--- config.mk ---
export PLATFORM = sky130hd
export DESIGN_NAME = ins_encode_flat
export DESIGN_NICKNAME = d
export VERILOG_FILES = /design/src/rtl/ins_encode_if.sv /design/src/rtl/ins_encode.sv /design/src/flat_wrapper.sv
export SDC_FILE = /design/constraint.sdc
export NUM_CORES = 1
export LEC_CHECK = 0
export CAP_MARGIN = 40
export CORE_MARGIN = 4
export CORE_UTILIZATION = 45
export CTS_CLUSTER_DIAMETER = 80
export DETAILED_ROUTE_END_ITERATION = 6
export PLACE_DENSITY = 0.82
export SYNTH_ARGS = -nofsm -noshare
export SYNTH_HDL_FRONTEND = slang
export SYNTH_SLANG_ARGS = --single-unit
--- constraint.sdc ---
create_clock -name clk -period 5.3 [get_ports clk]
set_input_delay 0.53 -clock clk [delete_from_list [all_inputs] [get_ports clk]]
set_output_delay 0.53 -clock clk [all_outputs]
set_load 0.005 [all_outputs]
--- src/rtl/ins_encode_if.sv ---
// Field-bundle in / instruction-word out stream between a producer and ins_encode.
// Both sides use valid/ready: a transfer happens on a rising edge where valid && ready; valid must not wait on ready.
interface ins_encode_if;
  logic        in_valid;
  logic        in_ready;
  logic [4:0]  in_op;
  logic [2:0]  in_funct3;
  logic        in_alt;
  logic [4:0]  in_rd;
  logic [4:0]  in_rs1;
  logic [4:0]  in_rs2;
  logic [31:0] in_imm;
  logic        out_valid;
  logic        out_ready;
  logic [31:0] out_ins;
  logic        out_err;

  modport master (
    output in_valid, in_op, in_funct3, in_alt, in_rd, in_rs1, in_rs2, in_imm, out_ready,
    input  in_ready, out_valid, out_ins, out_err
  );

  modport slave (
    input  in_valid, in_op, in_funct3, in_alt, in_rd, in_rs1, in_rs2, in_imm, out_ready,
    output in_ready, out_valid, out_ins, out_err
  );
endinterface

--- src/rtl/ins_encode.sv ---
// Two-stage RV32I encoder: S1 registers the decoded fields, S2 registers the encoded word
// (or a reject flag); saturating counts of delivered good and rejected words.
module ins_encode #(
  parameter int COUNT_W = 16
) (
  input  logic               clk,
  input  logic               rst_n,
  ins_encode_if.slave        bus,
  output logic [COUNT_W-1:0] enc_count,
  output logic [COUNT_W-1:0] err_count
);

  localparam logic [4:0] OP_LOAD     = 5'b00000;
  localparam logic [4:0] OP_MISC_MEM = 5'b00011;
  localparam logic [4:0] OP_OP_IMM   = 5'b00100;
  localparam logic [4:0] OP_AUIPC    = 5'b00101;
  localparam logic [4:0] OP_STORE    = 5'b01000;
  localparam logic [4:0] OP_OP       = 5'b01100;
  localparam logic [4:0] OP_LUI      = 5'b01101;
  localparam logic [4:0] OP_BRANCH   = 5'b11000;
  localparam logic [4:0] OP_JALR     = 5'b11001;
  localparam logic [4:0] OP_JAL      = 5'b11011;
  localparam logic [4:0] OP_SYSTEM   = 5'b11100;

  logic               r_s1_valid;
  logic [4:0]         r_s1_op;
  logic [2:0]         r_s1_f3;
  logic               r_s1_alt;
  logic [4:0]         r_s1_rd;
  logic [4:0]         r_s1_rs1;
  logic [4:0]         r_s1_rs2;
  logic [31:0]        r_s1_imm;
  logic               r_s2_valid;
  logic [31:0]        r_s2_ins;
  logic               r_s2_err;
  logic [COUNT_W-1:0] r_enc_count;
  logic [COUNT_W-1:0] r_err_count;

  logic        w_in_ready;
  logic        w_s2_load;
  logic        w_out_fire;
  logic [6:0]  w_opc;
  logic [6:0]  w_f7;
  logic        w_i_ok;
  logic        w_b_ok;
  logic        w_j_ok;
  logic        w_u_ok;
  logic        w_shift;
  logic [31:0] w_enc;
  logic        w_err;

  assign w_s2_load  = !r_s2_valid || bus.out_ready;
  assign w_in_ready = !r_s1_valid || !r_s2_valid || bus.out_ready;
  assign w_out_fire = r_s2_valid && bus.out_ready;

  assign bus.in_ready  = w_in_ready;
  assign bus.out_valid = r_s2_valid;
  assign bus.out_ins   = r_s2_ins;
  assign bus.out_err   = r_s2_err;
  assign enc_count     = r_enc_count;
  assign err_count     = r_err_count;

  // Immediate range checks: the bits above each format's sign bit must all replicate it.
  assign w_opc   = {r_s1_op, 2'b11};
  assign w_f7    = r_s1_alt ? 7'b0100000 : 7'b0000000;
  assign w_i_ok  = (&r_s1_imm[31:11]) || !(|r_s1_imm[31:11]);
  assign w_b_ok  = ((&r_s1_imm[31:12]) || !(|r_s1_imm[31:12])) && !r_s1_imm[0];
  assign w_j_ok  = ((&r_s1_imm[31:20]) || !(|r_s1_imm[31:20])) && !r_s1_imm[0];
  assign w_u_ok  = (r_s1_imm[11:0] == 12'd0);
  assign w_shift = (r_s1_f3 == 3'b001) || (r_s1_f3 == 3'b101);

  always_comb begin
    w_enc = {r_s1_imm[11:0], r_s1_rs1, r_s1_f3, r_s1_rd, w_opc};
    w_err = 1'b0;
    case (r_s1_op)
      OP_LUI, OP_AUIPC: begin
        w_enc = {r_s1_imm[31:12], r_s1_rd, w_opc};
        w_err = !w_u_ok || r_s1_alt;
      end
      OP_JAL: begin
        w_enc = {r_s1_imm[20], r_s1_imm[10:1], r_s1_imm[11], r_s1_imm[19:12], r_s1_rd, w_opc};
        w_err = !w_j_ok || r_s1_alt;
      end
      OP_JALR, OP_MISC_MEM: w_err = !w_i_ok || (r_s1_f3 != 3'b000) || r_s1_alt;
      OP_LOAD: w_err = !w_i_ok || r_s1_alt || (r_s1_f3 == 3'b011) || (r_s1_f3[2:1] == 2'b11);
      OP_OP_IMM: begin
        if (w_shift) begin
          // Shift amount is only 5 bits; funct7 comes from alt, never from the immediate.
          w_enc = {w_f7, r_s1_imm[4:0], r_s1_rs1, r_s1_f3, r_s1_rd, w_opc};
          w_err = (|r_s1_imm[31:5]) || (r_s1_alt && (r_s1_f3 != 3'b101));
        end else begin
          w_err = !w_i_ok || r_s1_alt;
        end
      end
      OP_SYSTEM: w_err = (r_s1_imm[31:1] != 31'd0) || (r_s1_rd != 5'd0) || (r_s1_rs1 != 5'd0)
                         || (r_s1_f3 != 3'b000) || r_s1_alt;
      OP_STORE: begin
        w_enc = {r_s1_imm[11:5], r_s1_rs2, r_s1_rs1, r_s1_f3, r_s1_imm[4:0], w_opc};
        w_err = !w_i_ok || (r_s1_f3 > 3'b010) || r_s1_alt;
      end
      OP_BRANCH: begin
        w_enc = {r_s1_imm[12], r_s1_imm[10:5], r_s1_rs2, r_s1_rs1, r_s1_f3,
                 r_s1_imm[4:1], r_s1_imm[11], w_opc};
        w_err = !w_b_ok || (r_s1_f3[2:1] == 2'b01) || r_s1_alt;
      end
      OP_OP: begin
        w_enc = {w_f7, r_s1_rs2, r_s1_rs1, r_s1_f3, r_s1_rd, w_opc};
        w_err = r_s1_alt && (r_s1_f3 != 3'b000) && (r_s1_f3 != 3'b101);
      end
      default: w_err = 1'b1;
    endcase
    if (w_err) begin
      w_enc = 32'h0000_0000;
    end
  end

  always_ff @(posedge clk or negedge rst_n) begin
    if (!rst_n) begin
      r_s1_valid  <= 1'b0;
      r_s1_op     <= '0;
      r_s1_f3     <= '0;
      r_s1_alt    <= 1'b0;
      r_s1_rd     <= '0;
      r_s1_rs1    <= '0;
      r_s1_rs2    <= '0;
      r_s1_imm    <= '0;
      r_s2_valid  <= 1'b0;
      r_s2_ins    <= '0;
      r_s2_err    <= 1'b0;
      r_enc_count <= '0;
      r_err_count <= '0;
    end else begin
      if (w_in_ready) begin
        r_s1_valid <= bus.in_valid;
        if (bus.in_valid) begin
          r_s1_op  <= bus.in_op;
          r_s1_f3  <= bus.in_funct3;
          r_s1_alt <= bus.in_alt;
          r_s1_rd  <= bus.in_rd;
          r_s1_rs1 <= bus.in_rs1;
          r_s1_rs2 <= bus.in_rs2;
          r_s1_imm <= bus.in_imm;
        end
      end
      if (w_s2_load) begin
        r_s2_valid <= r_s1_valid;
        r_s2_ins   <= r_s1_valid ? w_enc : 32'h0000_0000;
        r_s2_err   <= r_s1_valid && w_err;
      end
      if (w_out_fire) begin
        if (!r_s2_err && !(&r_enc_count)) begin
          r_enc_count <= r_enc_count + 1'b1;
        end
        if (r_s2_err && !(&r_err_count)) begin
          r_err_count <= r_err_count + 1'b1;
        end
      end
    end
  end

endmodule

--- src/flat_wrapper.sv ---
// flat-port wrapper written by rule: the top's interface ports become plain ports
module ins_encode_flat 
#(
  parameter int COUNT_W = 16
)
  (clk, rst_n, enc_count, err_count, bus_in_valid, bus_in_op, bus_in_funct3, bus_in_alt, bus_in_rd, bus_in_rs1, bus_in_rs2, bus_in_imm, bus_out_ready, bus_in_ready, bus_out_valid, bus_out_ins, bus_out_err);
  ins_encode_if bus_i ();
  input  logic clk;
  input  logic rst_n;
  output logic [COUNT_W-1:0] enc_count;
  output logic [COUNT_W-1:0] err_count;
  input wire logic [$bits(bus_i.in_valid)-1:0] bus_in_valid;
  input wire logic [$bits(bus_i.in_op)-1:0] bus_in_op;
  input wire logic [$bits(bus_i.in_funct3)-1:0] bus_in_funct3;
  input wire logic [$bits(bus_i.in_alt)-1:0] bus_in_alt;
  input wire logic [$bits(bus_i.in_rd)-1:0] bus_in_rd;
  input wire logic [$bits(bus_i.in_rs1)-1:0] bus_in_rs1;
  input wire logic [$bits(bus_i.in_rs2)-1:0] bus_in_rs2;
  input wire logic [$bits(bus_i.in_imm)-1:0] bus_in_imm;
  input wire logic [$bits(bus_i.out_ready)-1:0] bus_out_ready;
  output wire logic [$bits(bus_i.in_ready)-1:0] bus_in_ready;
  output wire logic [$bits(bus_i.out_valid)-1:0] bus_out_valid;
  output wire logic [$bits(bus_i.out_ins)-1:0] bus_out_ins;
  output wire logic [$bits(bus_i.out_err)-1:0] bus_out_err;
  assign bus_i.in_valid = bus_in_valid;
  assign bus_i.in_op = bus_in_op;
  assign bus_i.in_funct3 = bus_in_funct3;
  assign bus_i.in_alt = bus_in_alt;
  assign bus_i.in_rd = bus_in_rd;
  assign bus_i.in_rs1 = bus_in_rs1;
  assign bus_i.in_rs2 = bus_in_rs2;
  assign bus_i.in_imm = bus_in_imm;
  assign bus_i.out_ready = bus_out_ready;
  assign bus_in_ready = bus_i.in_ready;
  assign bus_out_valid = bus_i.out_valid;
  assign bus_out_ins = bus_i.out_ins;
  assign bus_out_err = bus_i.out_err;
  ins_encode #(.COUNT_W(COUNT_W)) u_core (.clk(clk), .rst_n(rst_n), .bus(bus_i), .enc_count(enc_count), .err_count(err_count));
endmodule
# After elaboration in Yosys (flattened, before gate mapping)
# Cells that the tools add are included.
# op_classes
addsub	2
n_lt_le_gt_ge	1
n_eq_ne	16
n_mux	7
n_reduce_logical	65
# ops
operator	n
$pmux W32 S6	1
$mux W32	3
$add A16 B1 Y16 const B	2
$reduce_and A16 Y1	2
$reduce_bool A31 Y1	1
$reduce_or A27 Y1	1
$logic_or A1 B1 Y1	23
$reduce_and A21 Y1	1
$reduce_or A21 Y1	1
$eq A5 B5 Y1 const B	4
$reduce_and A20 Y1	1
$reduce_or A20 Y1	1
$eq A5 B4 Y1 const B	3
$logic_not A1 Y1	13
$logic_not A12 Y1	1
$reduce_and A12 Y1	1
$reduce_or A12 Y1	1
$eq A5 B3 Y1 const B	2
$reduce_bool A5 Y1	2
$logic_and A1 B1 Y1	9
$pmux W1 S9	1
$mux W6	1
$reduce_and A2 Y1	3
$eq A5 B2 Y1 const B	1
other kinds (11)	12
# word_totals
register_bits	123
in_bits	60
out_inout_bits	67
elab_cells	104

# Longest topological paths before layout
# depth
depth_word	10
ltp_mapped	9
depth_no_buf	7

# Worst setup path before layout
# No wires, ideal clock.
# synth_path
kind	reg2reg
startpoint	reg u_core.r_s1_imm[12]
endpoint	reg u_core.r_s2_err, in the netlist u_core.bus.out_err
setup_time_ps	124
arrival_ps	2120
t_required_ps	5176
path_slack_ps	3056
path_stages_with_launch	7
n_path_buf	0
synth_period_minus_slack_ps	2244
cell_sequence	dfrtp_1 > or4_4 > nor4_4 > a21oi_1 > o32ai_4 > inv_1 > o31a_1
# synth_between
elab_chain_cells	9
elab_cells_between_ends	30
classes_between	2 x mux; 28 x reduce/logical
# synth_rtl
item	line_no	rtl
start, declared	ins_encode.sv:32	logic [31:0] r_s1_imm;
start signal, assigned	ins_encode.sv:142	r_s1_imm <= bus.in_imm;
$reduce_or A21 Y1 / $reduce_or A20 Y1 (equally long branches)	ins_encode.sv:66, ins_encode.sv:67	
$logic_not A1 Y1 (on tied branches)	ins_encode.sv:66, ins_encode.sv:67	
$logic_or A1 B1 Y1 (on tied branches)	ins_encode.sv:66, ins_encode.sv:67	
$logic_not A1 Y1 / $logic_and A1 B1 Y1 (equally long branches)	--	
$logic_or A1 B1 Y1 / $logic_not A1 Y1 (equally long branches)	ins_encode.sv:85, ins_encode.sv:92, ins_encode.sv:104	
$logic_or A1 B1 Y1 (on tied branches) (2 in a row)	ins_encode.sv:85, ins_encode.sv:104	
$pmux W1 S9 (*)	ins_encode.sv:75	case (r_s1_op)
$logic_and A1 B1 Y1 (*)	ins_encode.sv:148	r_s2_err <= r_s1_valid && w_err;
end signal, assigned	ins_encode.sv:148	
end, declared	ins_encode.sv:35	logic r_s2_err;
# Every way passes the cells marked *; elsewhere a longest branch is shown, timed or not.
# A chain may end at the register's enable or synchronous reset.

# Worst setup path after layout
# layout_path
startpoint	reg u_core.r_s1_op[0]
endpoint	reg u_core.r_s2_err, in the netlist u_core.bus.out_err
# layout_between
elab_chain_cells	4
elab_cells_between_ends	15
classes_between	10 x eq/ne; 1 x mux; 4 x reduce/logical
# layout_rtl
item	line_no	rtl
start, declared	ins_encode.sv:26	logic [4:0] r_s1_op;
start signal, assigned	ins_encode.sv:136	r_s1_op <= bus.in_op;
$eq A5 B5 Y1 (tied with other cells)	ins_encode.sv:75	
$reduce_or A2 Y1	ins_encode.sv:75	
$pmux W1 S9 (*)	ins_encode.sv:75	
$logic_and A1 B1 Y1 (*)	ins_encode.sv:148	
# Marks and branches as above.

==> run_results.csv <==
group,metric,value,unit
global_routing,overflow,0,
timing,hold_viol_final,0,
worst_setup_path,crit-reg2reg-capture,"u_core.bus.out_err",
timing,drv_slew,0,
min_path,hold_class,"in2async",
layout,postLayoutCellArea,7910,um2
clocking,cts_max_level,4,
logic_synthesis,synth_area,5980,um2
clocking,ctsRootBufferMaster,"clkbuf_16",
logic_synthesis,yosys.cell_types.count,59,
pwr,seqPwrFrac,0.421,
placement,dp_hpwl,10.9,mm
timing,setup-tns-final,0,ps
logic_synthesis,yosysSeqAreaShare,0.511,
global_routing,met3_usage,0.0677,
floorplanning,num_rows,41,
clocking,holdBufCountCts,0,
floorplanning,initial_core_util,0.466,
floorplanning,die_x,123,um
routing,post_drt_wl_per_cell,17.7,um
clocking,clock_sinks,122,
pwr,p_clk_frac,0.369,
global_routing,top_usage_layer,"met2",
routing,vias,4755,
floorplanning,core,12800,um2
status,status,"completed",
logic_synthesis,syn_inst,538,
floorplanning,die-area,15200,um2
timing,fin_worst_skew,10.4,ps
timing,setup_violations,0,
layout,nets,718,
layout,syn_to_final_growth,32.3,%
global_routing,grt_pass1_vias,4815,
layout,drive_above_1_share,0.178,
clocking,insertion_delay,410,ps
clocking,cts_tree,"done",
worst_setup_path,reg2reg_depth,6,
global_routing,grtUsageMet2,0.327,
logic_synthesis,postSynthAreaPerCell,11.1,um2
logic_synthesis,yosysWarnings,0,
pwr,internal_power,2.12,mW
routing,wl,14.9,mm
pwr,p_leak,3.20,nW
pwr,swShare,0.279,
pwr,vdd_ir_drop_max,0.237,mV
timing,slew_headroom,0.462,
routing,drtPass1Iterations,6,
placement,place_congestion,0.888,
timing,max_freq,367,MHz
layout,utilization,0.617,
global_routing,antenna_found_initial,0,
worst_setup_path,cp.arrival,3020,ps
logic_synthesis,synth-edff-count,0,
global_routing,grtUsageMet1,0.260,
routing,ant_nets,0,
timing,rsz0062_at_grt,"false",
logic_synthesis,synthFlopType,"dfrtp_1",
global_routing,grt_pass1_wl,24.2,mm
clocking,cts_setup_buffers,0,
worst_setup_path,worst-setup-path-type,"reg2reg",
worst_setup_path,cp-start-kind,"flip-flop",
worst_setup_path,reg2reg_from,"u_core.r_s1_op[0]",
worst_setup_path,r2r_slack,2570,ps
clocking,cts_buffers,17,
clocking,clkSlewWorstSetupHoldPaths,50,ps
pwr,power_density,372,nW/um2
pwr,switchingPower,0.822,mW
placement,placed_area,7350,um2
placement,portBuffers,126,
run,drv_cap,0,
clocking,clockBufferDepth,2,
pwr,combPwrFrac,0.210,
routing,drcViolationCount,0,
logic_synthesis,synth_nets,600,
routing,drtIter0Drc,551,
pwr,fin_total_pwr,2.94,mW
timing,worst_slew_pin_slew,807,ps
floorplanning,io_pins,127,
global_routing,grt_util_all_layers,0.205,
timing,finalCritPeriodShare,0.514,
worst_setup_path,end_kind,"flip-flop",
logic_synthesis,synth-async-reset-ratio,1.00,
timing,whs,199,ps
routing,viasPerCell,5.66,
worst_setup_path,cp_max_fo,24,
floorplanning,die_h,123,um
global_routing,grt_max_degree,65,
logic_synthesis,synth-seq-cells,122,
layout,diodes,0,
clocking,post_cts_resized,0,
worst_setup_path,cp_data_required_time,5600,ps
timing,finalCriticalPeriod,2730,ps
==> cell families after synthesis <==
| family | synth area share |
|---|---|
| simple gates | 0.167 |
| flops | 0.511 |
| compound gates | 0.104 |
| mux | 0.131 |
| buf+inv | 0.0354 |
| xor+xnor | 0.0469 |
| fa+ha+maj | 0.00418 |
==> registers in the layout, indices dropped and copies added, names as in the netlist, 3 cells and up <==
register and cells:
u_core.bus.out_ins 31, u_core.enc_count 16, u_core.err_count 16, u_core.r_s1_f3 3, u_core.r_s1_imm 32, u_core.r_s1_op 5, u_core.r_s1_rd 5, u_core.r_s1_rs1 5
u_core.r_s1_rs2 5
==> worst max-delay path by stage <==
stage	to	cells after the start	from
floorplan	u_core.bus.out_err	6	u_core.r_s1_imm[12]
global placement	u_core.r_s1_rd[3]	7	bus_out_ready
detailed placement	u_core.r_s1_rs1[0]	7	bus_out_ready
CTS	u_core.r_s1_rd[0]	7	bus_out_ready
global route	u_core.bus.out_err	6	u_core.r_s1_op[0]
finish	u_core.bus.out_err	6	u_core.r_s1_op[0]
==> cell usage in the layout, fill, tap and decap left out, types with 4 or more instances in the layout <==
master	synthesis	layout
clkdlybuf4s50_1	0	125
dfrtp_1	122	122
mux2_2	68	68
nand2_1	62	61
nand3_1	37	37
xnor2_1	26	26
o21ai_1	25	25
clkbuf_16	0	17
nor2_1	14	14
nand4_1	14	14
o21ai_0	9	9
nor3_1	8	8
nand2b_1	7	7
inv_1	7	7
xor2_1	6	6
nor4_1	6	6
a22o_1	6	6
a22oi_1	5	5
a21oi_1	5	5
and2_1	5	5
clkbuf_8	0	5
buf_4	4	5
nor3b_1	4	4
and3_1	4	4
o31ai_1	4	4
a222oi_1	4	4
clkinv_2	0	4
==> per-layer routing <==
metal,routed length (um),up-vias,part of all wire
li1,-,2202,-
met1,6300,2298,0.42
met2,7170,217,0.48
met3,1030,38,0.069
met4,399,0,0.027
met5,0,-,0
==> power groups by stage <==
stage	registers [mW]	logic (mW)	clock network (mW)
final	1.24	0.619	1.09
after global placement	1.24	0.582	0
after detailed placement	1.25	0.618	0
after global routing	1.26	0.680	1.15
after floorplan	1.18	0.373	0
after CTS	1.23	0.625	1.10
==> Yosys cell counts, types with 2 or more instances <==
| library cell | n | area [um2] |
|---|---|---|
| nor3_1 | 8 | 40.0 |
| xnor2_1 | 26 | 228 |
| o31a_1 | 2 | 17.5 |
| nor4_1 | 6 | 37.5 |
| dfrtp_1 | 122 | 3050 |
| mux2i_1 | 2 | 20.0 |
| and4_1 | 3 | 26.3 |
| o21ai_0 | 9 | 45.0 |
| o21ai_2 | 3 | 26.3 |
| a22o_1 | 6 | 52.6 |
| o31ai_2 | 2 | 25.0 |
| nor3b_1 | 4 | 30.0 |
| nand2b_1 | 7 | 43.8 |
| inv_1 | 7 | 26.3 |
| nand2_1 | 62 | 233 |
| nand3_1 | 37 | 185 |
| mux2_2 | 68 | 766 |
| o21ai_1 | 25 | 125 |
| buf_6 | 4 | 45.0 |
| o21bai_1 | 2 | 15.0 |
| buf_2 | 8 | 40.0 |
| nor2_1 | 14 | 52.6 |
| nor4bb_1 | 3 | 30.0 |
| ha_1 | 2 | 25.0 |
| and2_1 | 5 | 31.3 |
| nand4_1 | 14 | 87.6 |
| and3_1 | 4 | 25.0 |
| a31oi_1 | 3 | 18.8 |
| nor2b_1 | 4 | 25.0 |
| xor2_1 | 6 | 52.6 |
| a21oi_1 | 5 | 25.0 |
| o31ai_1 | 4 | 30.0 |
| a222oi_1 | 4 | 40.0 |
| nand3b_1 | 2 | 15.0 |
| clkbuf_1 | 16 | 60.1 |
| a22oi_1 | 5 | 37.5 |
| a211oi_1 | 3 | 22.5 |
| buf_4 | 4 | 30.0 |
| or4_1 | 2 | 15.0 |
| o2111ai_1 | 2 | 17.5 |
| or4_4 | 3 | 33.8 |
| o211ai_1 | 3 | 22.5 |
==> worst max-delay path, cell delays in order (launching register included) <==
cell and delay (ps):
dfrtp_1 640, nor4b_4 680, a21oi_1 130, o31ai_1 290, nand4_2 340, buf_16 290, o31a_1 230
==> per-stage QoR <==
stage,std cells,setup WS [ps]
6_report,840,2570
3_5_place_dp,809,2200
2_1_floorplan,538,3060
5_1_grt,840,2350
4_1_cts,840,2610
3_3_place_gp,807,2270
==> final cells by class <==
cell class                      instances  area [um2]
Fill cell                            1022        4910
Sequential cell                       122        3050
Multi-Input combinational cell        376        2720
Timing Repair Buffer                  132        1330
Clock buffer                           24         502
Tap cell                              172         215
Clock inverter                          7        65.1
Inverter                                7        26.3
Note: power is estimated with default switching activity, not from simulation.
